### src/rtl/serial_mag_comparator.sv
// serial_mag_comparator
// Bit-serial magnitude comparator. It walks the captured operands MSB
// first, one bit per clock, and stops at the first differing bit or after
// the LSB. The result is held in three one-hot flags until the next
// accepted start.
// Optional feature: define SERIAL_COMP_SIGNED_EN to add two's complement
// comparison, selected per request by signed_mode.
module serial_mag_comparator #(
  parameter int WIDTH = 8
) (
  input  logic             clk,
  input  logic             rst,
  input  logic             start,
  input  logic [WIDTH-1:0] a,
  input  logic [WIDTH-1:0] b,
  input  logic             signed_mode,
  output logic             busy,
  output logic             done,
  output logic             aGTb,
  output logic             aEQb,
  output logic             aLTb
);

  localparam int IW = (WIDTH > 1) ? $clog2(WIDTH) : 1;
  localparam logic [IW-1:0] IDX_MSB = IW'(WIDTH - 1);

  typedef enum logic [1:0] {
    IDLE,
    RUN,
    DONE
  } state_t;

  state_t           state_q, state_d;
  logic [IW-1:0]    idx_q, idx_d;
  logic [WIDTH-1:0] a_q, a_d;
  logic [WIDTH-1:0] b_q, b_d;
  logic             gt_q, gt_d;
  logic             eq_q, eq_d;
  logic             lt_q, lt_d;
  logic             bit_a;
  logic             bit_b;
  logic             a_wins;

`ifdef SERIAL_COMP_SIGNED_EN
  logic             signed_q, signed_d;
`else
  // signed_mode has no function in this build; it is deliberately left unsampled
  logic             unused_signed_mode;
  assign unused_signed_mode = signed_mode;
`endif

  // Bit selection and decision of which operand is larger at the current index
  always_comb begin
    bit_a  = a_q[idx_q];
    bit_b  = b_q[idx_q];
    a_wins = bit_a;
`ifdef SERIAL_COMP_SIGNED_EN
    // In two's complement a set sign bit means the smaller value
    if (signed_q && (idx_q == IDX_MSB)) begin
      a_wins = bit_b;
    end
`endif
  end

  // Next-state logic: capture on start, step one bit per RUN cycle, pulse DONE
  always_comb begin
    state_d = state_q;
    idx_d   = idx_q;
    a_d     = a_q;
    b_d     = b_q;
    gt_d    = gt_q;
    eq_d    = eq_q;
    lt_d    = lt_q;
`ifdef SERIAL_COMP_SIGNED_EN
    signed_d = signed_q;
`endif
    case (state_q)
      IDLE: begin
        if (start) begin
          a_d     = a;
          b_d     = b;
`ifdef SERIAL_COMP_SIGNED_EN
          signed_d = signed_mode;
`endif
          gt_d    = 1'b0;
          eq_d    = 1'b0;
          lt_d    = 1'b0;
          idx_d   = IDX_MSB;
          state_d = RUN;
        end
      end
      RUN: begin
        if (bit_a != bit_b) begin
          gt_d    = a_wins;
          lt_d    = ~a_wins;
          state_d = DONE;
        end else if (idx_q == '0) begin
          eq_d    = 1'b1;
          state_d = DONE;
        end else begin
          idx_d   = idx_q - IW'(1);
        end
      end
      DONE: begin
        state_d = IDLE;
      end
      default: begin
        state_d = IDLE;
      end
    endcase
  end

  // State and datapath registers with synchronous reset
  always_ff @(posedge clk) begin
    if (rst) begin
      state_q <= IDLE;
      idx_q   <= IDX_MSB;
      a_q     <= '0;
      b_q     <= '0;
      gt_q    <= 1'b0;
      eq_q    <= 1'b0;
      lt_q    <= 1'b0;
`ifdef SERIAL_COMP_SIGNED_EN
      signed_q <= 1'b0;
`endif
    end else begin
      state_q <= state_d;
      idx_q   <= idx_d;
      a_q     <= a_d;
      b_q     <= b_d;
      gt_q    <= gt_d;
      eq_q    <= eq_d;
      lt_q    <= lt_d;
`ifdef SERIAL_COMP_SIGNED_EN
      signed_q <= signed_d;
`endif
    end
  end

  // Status and result outputs come straight from registered state
  always_comb begin
    busy = (state_q == RUN);
    done = (state_q == DONE);
    aGTb = gt_q;
    aEQb = eq_q;
    aLTb = lt_q;
  end

endmodule

### config.mk
export PLATFORM = sky130hd
export DESIGN_NAME = serial_mag_comparator
export DESIGN_NICKNAME = d
export VERILOG_FILES = /design/src/rtl/serial_mag_comparator.sv
export SDC_FILE = /design/constraint.sdc
export NUM_CORES = 1
export LEC_CHECK = 0
export ABC_AREA = 1
export CORE_AREA = 2 2 78 50
export DETAILED_ROUTE_END_ITERATION = 7
export DIE_AREA = 0 0 80 52
export GPL_TIMING_DRIVEN = 0
export PLACE_DENSITY = 0.7
export SLEW_MARGIN = 20
export SYNTH_ARGS = -nofsm -noshare
export SYNTH_HDL_FRONTEND = slang
export SYNTH_SLANG_ARGS = --single-unit
### constraint.sdc
create_clock -name clk -period 1.3 [get_ports clk]
set_input_delay 0.195 -clock clk [delete_from_list [all_inputs] [get_ports clk]]
set_output_delay 0.195 -clock clk [all_outputs]
set_load 0.005 [all_outputs]
**Yosys cells after proc, flatten, opt, wreduce, memory -nomap -nowiden**

Cells that the tools add are included.

- Register bits after elaboration: 24
- Output and inout bits: 5
- Word-level logic and storage cells: 47

- $add $sub $neg: 1
- Order comparisons: 1
- Equality and inequality tests: 9
- Multiplexer cells: 20
- Bitwise logic cells: 1
- Reductions and logical operators: 8

Operator list:

| cell | count |
|---|---|
| 3-bit 2-to-1 mux | 3 |
| 4-bit AND reduction | 2 |
| 1-bit 2-to-1 mux | 7 |
| 1-bit binary-select mux with 3-bit select | 2 |
| 2-bit 2-to-1 mux | 3 |
| 2-bit != test (second input constant) | 3 |
| 1-bit one-hot mux with 2 select lines | 3 |
| 3-bit one-hot mux with 2 select lines | 1 |
| 3-bit by 4-bit < comparator with 1-bit output (second input constant) | 1 |
| 2-bit by 1-bit != test with 1-bit output (second input constant) | 2 |
| 2-bit one-hot mux with 2 select lines | 1 |
| 2-bit AND reduction | 2 |
| 3-bit zero test | 1 |
| 3-bit by 1-bit != test with 1-bit output (second input constant) | 1 |
| 3-bit AND reduction | 1 |
| 3-bit by 1-bit subtractor with 3-bit output (second input constant) | 1 |
| 2-bit by 1-bit == test with 1-bit output (second input constant) | 1 |
| 2-bit == test (second input constant) | 1 |
| 2-bit zero test | 1 |
| 2-bit nonzero test | 1 |
| 1-bit != test | 1 |
| 1-bit NOT | 1 |

**Longest topological paths before layout**

Gate-level depths: netlist (run 1).

- Word-level depth: 5
- Depth in mapped cells: 11
- Depth with buffers taken out: 11

**Worst setup path before layout (run 1)**

No wires, ideal clock.

- Kind: register -> register
- Start point: register idx_q[0]
- End point: register idx_q[1]
- Library setup time: 0.123 ns
- Arrival: 1.132 ns
- Data required time: 1.177 ns
- Slack: 0.045 ns
- Stages on the path, launching flop included: 11
- Path buffers: 1
- Cell sequence: dfxtp_1 -> buf_4 -> nand2_1 -> nand3_1 -> nand3_1 -> nand2_1 -> nand2_1 -> nand3_4 -> nand2_2 -> nand2_1 -> nand3_1

- Word-level cells in the longest chain between the ends: 5

Ends and longest elaborated chain:

| element | line | text |
|---|---|---|
| start, declared | 34 | `logic [IW-1:0] idx_q, idx_d;` |
| start signal, assigned | 128 | `idx_q <= idx_d;` |
| 1-bit binary-select mux with 3-bit select (on tied branches) | 54, 55 |  |
| 1-bit 2-to-1 mux (on tied branches) | 54, 55 |  |
| 1-bit != test | 93 | `if (bit_a != bit_b) begin` |
| 2-bit != test (no line) | n/a |  |
| 4-bit AND reduction (no line) | n/a |  |

Parallel ways exist; a longest one is shown, timed or not. The select of a mux whose other input is x is not followed.
A chain may end at the register's enable or synchronous reset.

**Worst setup path in the final report (run 1)**

Ends and elaborated chain as after synthesis.

==> summary.txt, run 1 <==
Floorplan
  • Starting density of the core: 33.2%
  • Die Area: 0.00416 mm^2
  • Die Height: 52 um
  • Die X: 80 um
  • Core Rows: 17
  • I/O pins: 25
  • Area of the core region: 0.00349 mm^2

Clock tree
  • Number of sinks on the clock net: 24
  • CTS Root Cell: clkbuf_8
  • Quantity of hold-fixing buffers added after cts: 0
  • Clock-pin slew reported for the worst setup and hold paths after clock tree synthesis: 0.08 ns
  • Clk Latency, worst-skew pair: 0.27 ns
  • Number of levels the H-tree was split into: 1
  • Clock buffer count from CTS: 3
  • Longest Clk Path Bufs: 2
  • CTS tree: built

Yosys
  • Top cells by area in the synthesized netlist: dfxtp_1 42%, nand2_1 14%, nand3_1 9.1%
  • Number of distinct library cells after synthesis: 16
  • Net count of the mapped netlist: 193
  • Post-synth design cell area: 0.00116 mm^2
  • Flip-flop and latch count after synthesis: 24
  • Warnings from Yosys: 0
  • Share of the yosys chip area belonging to registers: 41.5%
  • Post-synth top area share: 41.5%
  • Dominant cell type by area after synthesis: dfxtp_1
  • Synthesized netlist cell count: 171
  • Synth Area per Inst: 6.77 um^2

Worst setup path
  • Number of cells traversed by the worst register-to-register path: 10
  • Largest driver fanout on the critical path: 5
  • Worst r2r dst: idx_q[1]
  • Startpoint of the worst setup timing path: idx_q[0]
  • Worst reg2reg path startpoint: idx_q[0]
  • R2R setup slack: -0.1 ns
  • Worst setup EP type: flip-flop
  • Slowest CP cell: dfxtp_4
  • Arrival @ worst endpoint: 1.54 ns
  • Ordered list of cells on the worst path: buf_6 > nand2_2 > nand3_2 > nand3_1 > nand2_2 > nand2_4 > nand3_4 > nand2_4 > nand2_1 > nand3_1
  • Data required, critical path: 1.45 ns
  • Sort of element at the start of the critical path: flip-flop
  • Largest stage delay, worst path: 0.40 ns
  • Path type of the worst setup path: reg -> reg

Hold path
  • Worst hold path stage count: 2
  • Origin of the worst min-delay path: a_q[6]
  • Min-Delay Path Class: reg -> reg
  • Min-Delay Endpoint: a_q[6]

STA
  • Largest clock skew in the final design: 0.00487 ns
  • Actual slew at the worst max-slew pin: 0.215 ns
  • Setup repair after global routing missed its margin: true
  • Setup ws final: -0.0951 ns
  • Endpoints failing hold: 0
  • Time the final worst path needs with I/O delays and setup: 1.40 ns
  • Pins Over Slew Limit: 0
  • Finish-stage setup viols: 8
  • Worst hold slack: 0.453 ns
  • Period utilisation layout: 107%
  • Top achievable clock speed: 717 MHz
  • Worst slew margin relative to its limit: 85.7%

Detailed routing
  • DRC viols: 0
  • Detailed Routing Iterations Pass 1: 4
  • Drt wl/cell: 12.2 um
  • Count of routing violations after the opening detailed-route iteration: 39
  • Count of nets left with antenna violations after detail routing: 0
  • Via count: 1,192
  • Post-Route WL: 3080 um
  • Per-cell via count in the routed design: 4.71

Pwr
  • Net switching power: 0.00189 W
  • Cell Int Power: 0.00226 W
  • Power after layout: 0.00415 W
  • Cell leakage power: 0.806 nW
  • Switching part of the total: 45.5%
  • Relative contribution of sequential cells to total power: 28.2%
  • Worst voltage drop across the vdd grid: 1.23 mV
  • Comb pwr share: 61.3%
  • Clock network fraction of design power: 10.5%
  • PwrDens: 2390 mW/mm^2

Finish
  • Non-filler cells, final: 253
  • Filler cells: 347
  • Storage cell area: 495 um^2
  • Number of diodes added for antenna fixing: 0
  • Final Instance Area: 0.00174 mm^2
  • Area used by multi-input combinational logic: 691 um^2
  • Area growth from synthesis to layout: 49.9%
  • Fraction of final layout cells with drive strength greater than 1: 31.1%
  • Number of nets in the layout: 230

Run status
  • Violated checks: setup timing
  • Run status: complete, but fails checks

Run
  • Number of maximum-capacitance violations: 0

GRT
  • Global-route congestion overflow total: 0
  • Number of global-route vias before repair: 1,128
  • Initial antenna violation count: 0
  • Overall global routing resource usage: 16.1%
  • Maximum number of pins on one net before global-route repair: 13
  • Global-route wire length before repair: 5090 um

Placement
  • Count of port buffers added during placement: 23
  • Total placed cells including tap cells: 241
  • Worst slack after detailed placement: -0.292 ns
  • Half-perimeter wire length of the detailed placement result: 1990 um
  • RePlAce Congestion: 0.799
  • Area after DPL: 0.00145 mm^2
## placed cells by master (no fill, tap or decap), drive strengths merged
cell | netlist | layout
nand2 | 44 | 44
a21oi | 20 | 20
o21ai | 18 | 18
buf | 4 | 11
clkdlybuf4s15 | 0 | 1
dlygate4sd2 | 0 | 1
dfxtp | 24 | 24
nand3 | 22 | 23
clkbuf | 3 | 7
inv | 26 | 26
dlymetal6s2s | 0 | 2
nor2 | 8 | 8
clkdlybuf4s50 | 0 | 19
ha | 2 | 2
## worst max-delay path by stage
stage / end / slack [ns] / cells past startpoint
finish: idx_q[1] / -0.1 / 10
global placement: a_q[5] / -0.27 / 5
floorplan: idx_q[1] / 0.04 / 10
detailed placement: a_q[5] / -0.29 / 5
global route: aGTb / -0.18 / 11
CTS: idx_q[0] / -0.07 / 10
## worst max-delay path: cells and delay by family, from the launching register on
kind | cells | cell delay [ns]
flip-flops | 1 | 0.40
AND/OR/NAND/NOR | 9 | 0.71
buffers and inverters | 1 | 0.14
## Yosys cell counts
cell and number:
nand2_1 42, inv_1 25, dfxtp_1 24, nand3_1 21, a21oi_1 20, o21ai_0 17
nor2_1 7, buf_2 3, clkbuf_1 3, ha_1 2, nand2_2 2, buf_4 1
inv_2 1, nand3_4 1, nor2_4 1, o21ai_1 1
## repair_timing
| action | CTS | global route |
|---|---|---|
| resized for setup | 40 | 27 |
| pin swaps | 20 | 11 |
| cloned | 2 | 0 |
| setup buffers | 6 | 1 |
| setup endpoints to repair | 22 | 21 |
## layout make-up
class / instances / share of cell area [%]
Buffer: 7 / 2.67
Timing Repair Buffer: 31 / 17.2
Tap cell: 47 / 3.39
Clock buffer: 3 / 2.38
Inverter: 26 / 6.06
Sequential cell: 24 / 28.6
Multi-Input combinational cell: 115 / 39.8
## sequential cells by signal, indices dropped and copies added (netlist names)
| signal | flops |
|---|---|
| state_q | 2 |
| a_q | 8 |
| aLTb | 1 |
| b_q | 8 |
| aGTb | 1 |
| aEQb | 1 |
| idx_q | 3 |
## per-layer routing
metal / GRT usage [%] / part of all wire, %
met5: 0 / 0
met4: 2.82 / 0.68
met3: 5.38 / 5.3
met2: 26.5 / 41
met1: 20.8 / 53
## kinds of logic (layout without fill, tap and decap cells)
| logic type | after synthesis | count (layout) | synth area share, % |
|---|---|---|---|
| AO/OA/AOI/OAI | 38 | 38 | 16.4 |
| AND/OR/NAND/NOR | 74 | 75 | 28.5 |
| buffers and inverters | 33 | 67 | 11.4 |
| flip-flops | 24 | 24 | 41.5 |
| adder cells (fa/ha/maj) | 2 | 2 | 2.16 |
## power by group through the flow
stage          logic [W]  clock network (W)  registers, W
2_1_floorplan    0.00124                  0       0.00108
3_3_place_gp     0.00165                  0       0.00109
3_5_place_dp     0.00168                  0       0.00110
4_1_cts          0.00226           0.000451       0.00115
5_1_grt          0.00277           0.000493       0.00120
6_report         0.00254           0.000434       0.00117
## per-stage QoR
stage	util, %	setup TNS, ns
5_1_grt	49.7	-1.21
3_3_place_gp	41.5	-4.59
2_1_floorplan	-	0
3_5_place_dp	41.5	-5.16
6_report	49.7	-0.482
4_1_cts	47.6	-0.297
Note: power is estimated with default switching activity, not from simulation.
==> run 2, diff against run 1 <==
--- a/config.mk
+++ b/config.mk
@@ -5,12 +5,11 @@
 export SDC_FILE = /design/constraint.sdc
 export NUM_CORES = 1
 export LEC_CHECK = 0
-export ABC_AREA = 1
-export CORE_AREA = 2 2 78 50
+export CORE_AREA = 2 2 76 49
 export DETAILED_ROUTE_END_ITERATION = 7
-export DIE_AREA = 0 0 80 52
+export DIE_AREA = 0 0 78 51
 export GPL_TIMING_DRIVEN = 0
-export PLACE_DENSITY = 0.7
+export PLACE_DENSITY = 0.71
 export SLEW_MARGIN = 20
 export SYNTH_ARGS = -nofsm -noshare
 export SYNTH_HDL_FRONTEND = slang
==> summary.txt, run 2 <==
Finish
  • Fraction of final layout cells with drive strength greater than 1: 22.2%
  • Number of diodes added for antenna fixing: 0
  • Area growth from synthesis to layout: 38.7%
  • Number of nets in the layout: 182
  • Commonest cells after routing, fill and taps aside: 35 x nand2_1, 18 x a21oi_1, 17 x dfxtp_1, 17 x clkdlybuf4s50_1, 8 x nor2_1
  • Largest registers: a_q: 8 flops, b_q: 8 flops, idx_q: 3 flops
  • Most common cell after layout, fill and taps aside: nand2_1
  • Share of the core filled with cells in the final layout: 45.1%
  • Final Instance Area: 0.00153 mm^2

Detailed routing
  • DRC viols: 0
  • Count of nets left with antenna violations after detail routing: 0
  • Per-cell via count in the routed design: 4.92
  • Detailed Routing Iterations Pass 1: 4
  • Via count: 1,008
  • Post-Route WL: 2640 um
  • Count of routing violations after the opening detailed-route iteration: 53
  • Drt wl/cell: 12.9 um

Yosys
  • Fraction of registers with async set/reset: 0%
  • List of most frequent post-synthesis cells: 35 x nand2_1, 24 x dfxtp_1, 20 x a21oi_1
  • Dominant cell type by area after synthesis: dfxtp_1
  • Post-synth design cell area: 0.00111 mm^2
  • Library cell with the highest instance count after synthesis: nand2_1
  • Post-synth top area share: 43.4%
  • Synth Area per Inst: 8.64 um^2
  • Share of the yosys chip area belonging to registers: 43.4%
  • Warnings from Yosys: 0
  • Number of synthesized flops with an enable pin: 0
  • Top cells by area in the synthesized netlist: dfxtp_1 43%, nand2_1 12%, a21oi_1 9.0%
  • Synthesized netlist cell count: 128
  • Most used DFF post-synth: dfxtp_1
  • Flip-flop and latch count after synthesis: 24
  • Net count of the mapped netlist: 150
  • Number of distinct library cells after synthesis: 29

Floorplan
  • Area of the core region: 0.00340 mm^2
  • Die Area: 0.00398 mm^2
  • Core Rows: 17
  • Die X: 78 um
  • Starting density of the core: 32.5%
  • Die Height: 51 um
  • I/O pins: 25

Clock tree
  • CTS Root Cell: clkbuf_8
  • Clock buffer count from CTS: 3
  • Number of sinks on the clock net: 24
  • Number of levels the H-tree was split into: 1
  • Longest Clk Path Bufs: 2
  • CTS tree: built
  • Clk Latency, worst-skew pair: 0.27 ns
  • Clock-pin slew reported for the worst setup and hold paths after clock tree synthesis: 0.08 ns

Worst setup path
  • Sort of element at the start of the critical path: flip-flop
  • Ordered list of cells on the worst path: mux4_2 > mux2i_4 > xnor2_4 > and4_1 > a21oi_2
  • Path type of the worst setup path: reg -> reg
  • Worst reg2reg path startpoint: idx_q[0]
  • Largest stage delay, worst path: 0.53 ns
  • Worst setup EP type: flip-flop
  • R2R setup slack: -0.50 ns
  • Data required, critical path: 1.46 ns
  • Arrival @ worst endpoint: 1.95 ns
  • Number of cells traversed by the worst register-to-register path: 5
  • Startpoint of the worst setup timing path: idx_q[0]
  • Largest driver fanout on the critical path: 7
  • Slowest CP cell: mux4_2
  • Worst r2r dst: idx_q[1]

Placement
  • Area after DPL: 0.00139 mm^2
  • Count of port buffers added during placement: 22
  • Worst slack after detailed placement: -0.474 ns
  • Half-perimeter wire length of the detailed placement result: 1900 um
  • RePlAce Congestion: 0.798

GRT
  • Global-route wire length before repair: 4460 um
  • Maximum number of pins on one net before global-route repair: 13
  • Overall global routing resource usage: 14.5%
  • Global-route congestion overflow total: 0
  • Number of global-route vias before repair: 1,015
  • Initial antenna violation count: 0

Hold path
  • Origin of the worst min-delay path: rst
  • Min-Delay Path Class: in -> reg
  • Worst hold path stage count: 3
  • Min-Delay Endpoint: idx_q[0]

STA
  • Setup ws final: -0.496 ns
  • Actual slew at the worst max-slew pin: 0.488 ns
  • Worst hold slack: 0.392 ns
  • Top achievable clock speed: 557 MHz
  • Finish-stage setup viols: 8
  • Endpoints failing hold: 0
  • Worst slew margin relative to its limit: 67.5%
  • Time the final worst path needs with I/O delays and setup: 1.80 ns
  • Period utilisation layout: 138%
  • Sum Neg Setup Slack: -3.40 ns
  • Largest clock skew in the final design: 0.00529 ns
  • Setup repair after global routing missed its margin: true
  • Pins Over Slew Limit: 0

Pwr
  • Worst voltage drop across the vdd grid: 0.492 mV
  • PwrDens: 1050 mW/mm^2
  • Cell leakage power: 0.620 nW

Run status
  • Run status: complete, but fails checks
  • Violated checks: setup timing

Run
  • Number of maximum-capacitance violations: 0
run 2: power by group:
part	switching, W	internal, W
Combinational	0.000170	0.000179
Sequential	0.0000308	0.000782
Clock	0.000237	0.000208
Total	0.000438	0.00117
run 2: area by class of cell:
class | instances | area, um^2
Buffer | 6 | 28.8
Multi-Input combinational cell | 92 | 622
Fill cell | 337 | 1870
Sequential cell | 24 | 492
Tap cell | 47 | 58.8
Timing Repair Buffer | 29 | 274
Inverter | 4 | 17.5
Clock buffer | 3 | 41.3
run 2: routing by layer:
layer / vias to the layer above / GRT usage [%] / share of wire [%]
li1: 497 / - / -
met1: 484 / 18.7 / 49
met2: 24 / 22.7 / 44
met3: 3 / 5.65 / 6.1
met4: 0 / 4.09 / 0.64
met5: - / 0 / 0
run 2: logic make-up (layout without fill, tap and decap cells):
group	Yosys count	count (layout)	share of synthesized area, %
adders and majority gates	2	2	2.26
DFF	24	24	43.4
buffers and inverters	12	42	4.07
xor gates and xnor gates	1	1	1.47
muxes	7	7	13.0
AOI/OAI and AO/OA	30	30	15.7
and+or+nand+nor	52	52	20.0
run 2: critical path: cells and delay by family, from the launching register on:
family	cells	cell delay [ns]
AOI/OAI and AO/OA	1	0.04
xor gates and xnor gates	1	0.20
DFF	1	0.38
muxes	2	0.81
and+or+nand+nor	1	0.25
run 2: worst max-delay path by stage:
stage,slack (ns),to,cells past startpoint
finish,-0.50,idx_q[1],5
global route,-0.56,idx_q[1],5
CTS,-0.48,idx_q[1],5
detailed placement,-0.47,idx_q[1],5
global placement,-0.45,idx_q[1],5
floorplan,-0.33,idx_q[0],5
run 2: timing repair:
| action | CTS | global route |
|---|---|---|
| hold endpoints to repair | 0 | 0 |
| pin swaps | 5 | 5 |
| hold buffers | 0 | 0 |
| setup endpoints to repair | 22 | 26 |
| setup buffers | 6 | 1 |
| gates resized for setup | 18 | 12 |
run 2: stage by stage:
stage,power (W),std cells
2_1_floorplan,0.00101,128
3_3_place_gp,0.00111,197
3_5_place_dp,0.00113,197
4_1_cts,0.00161,205
5_1_grt,0.00168,205
6_report,0.00161,205
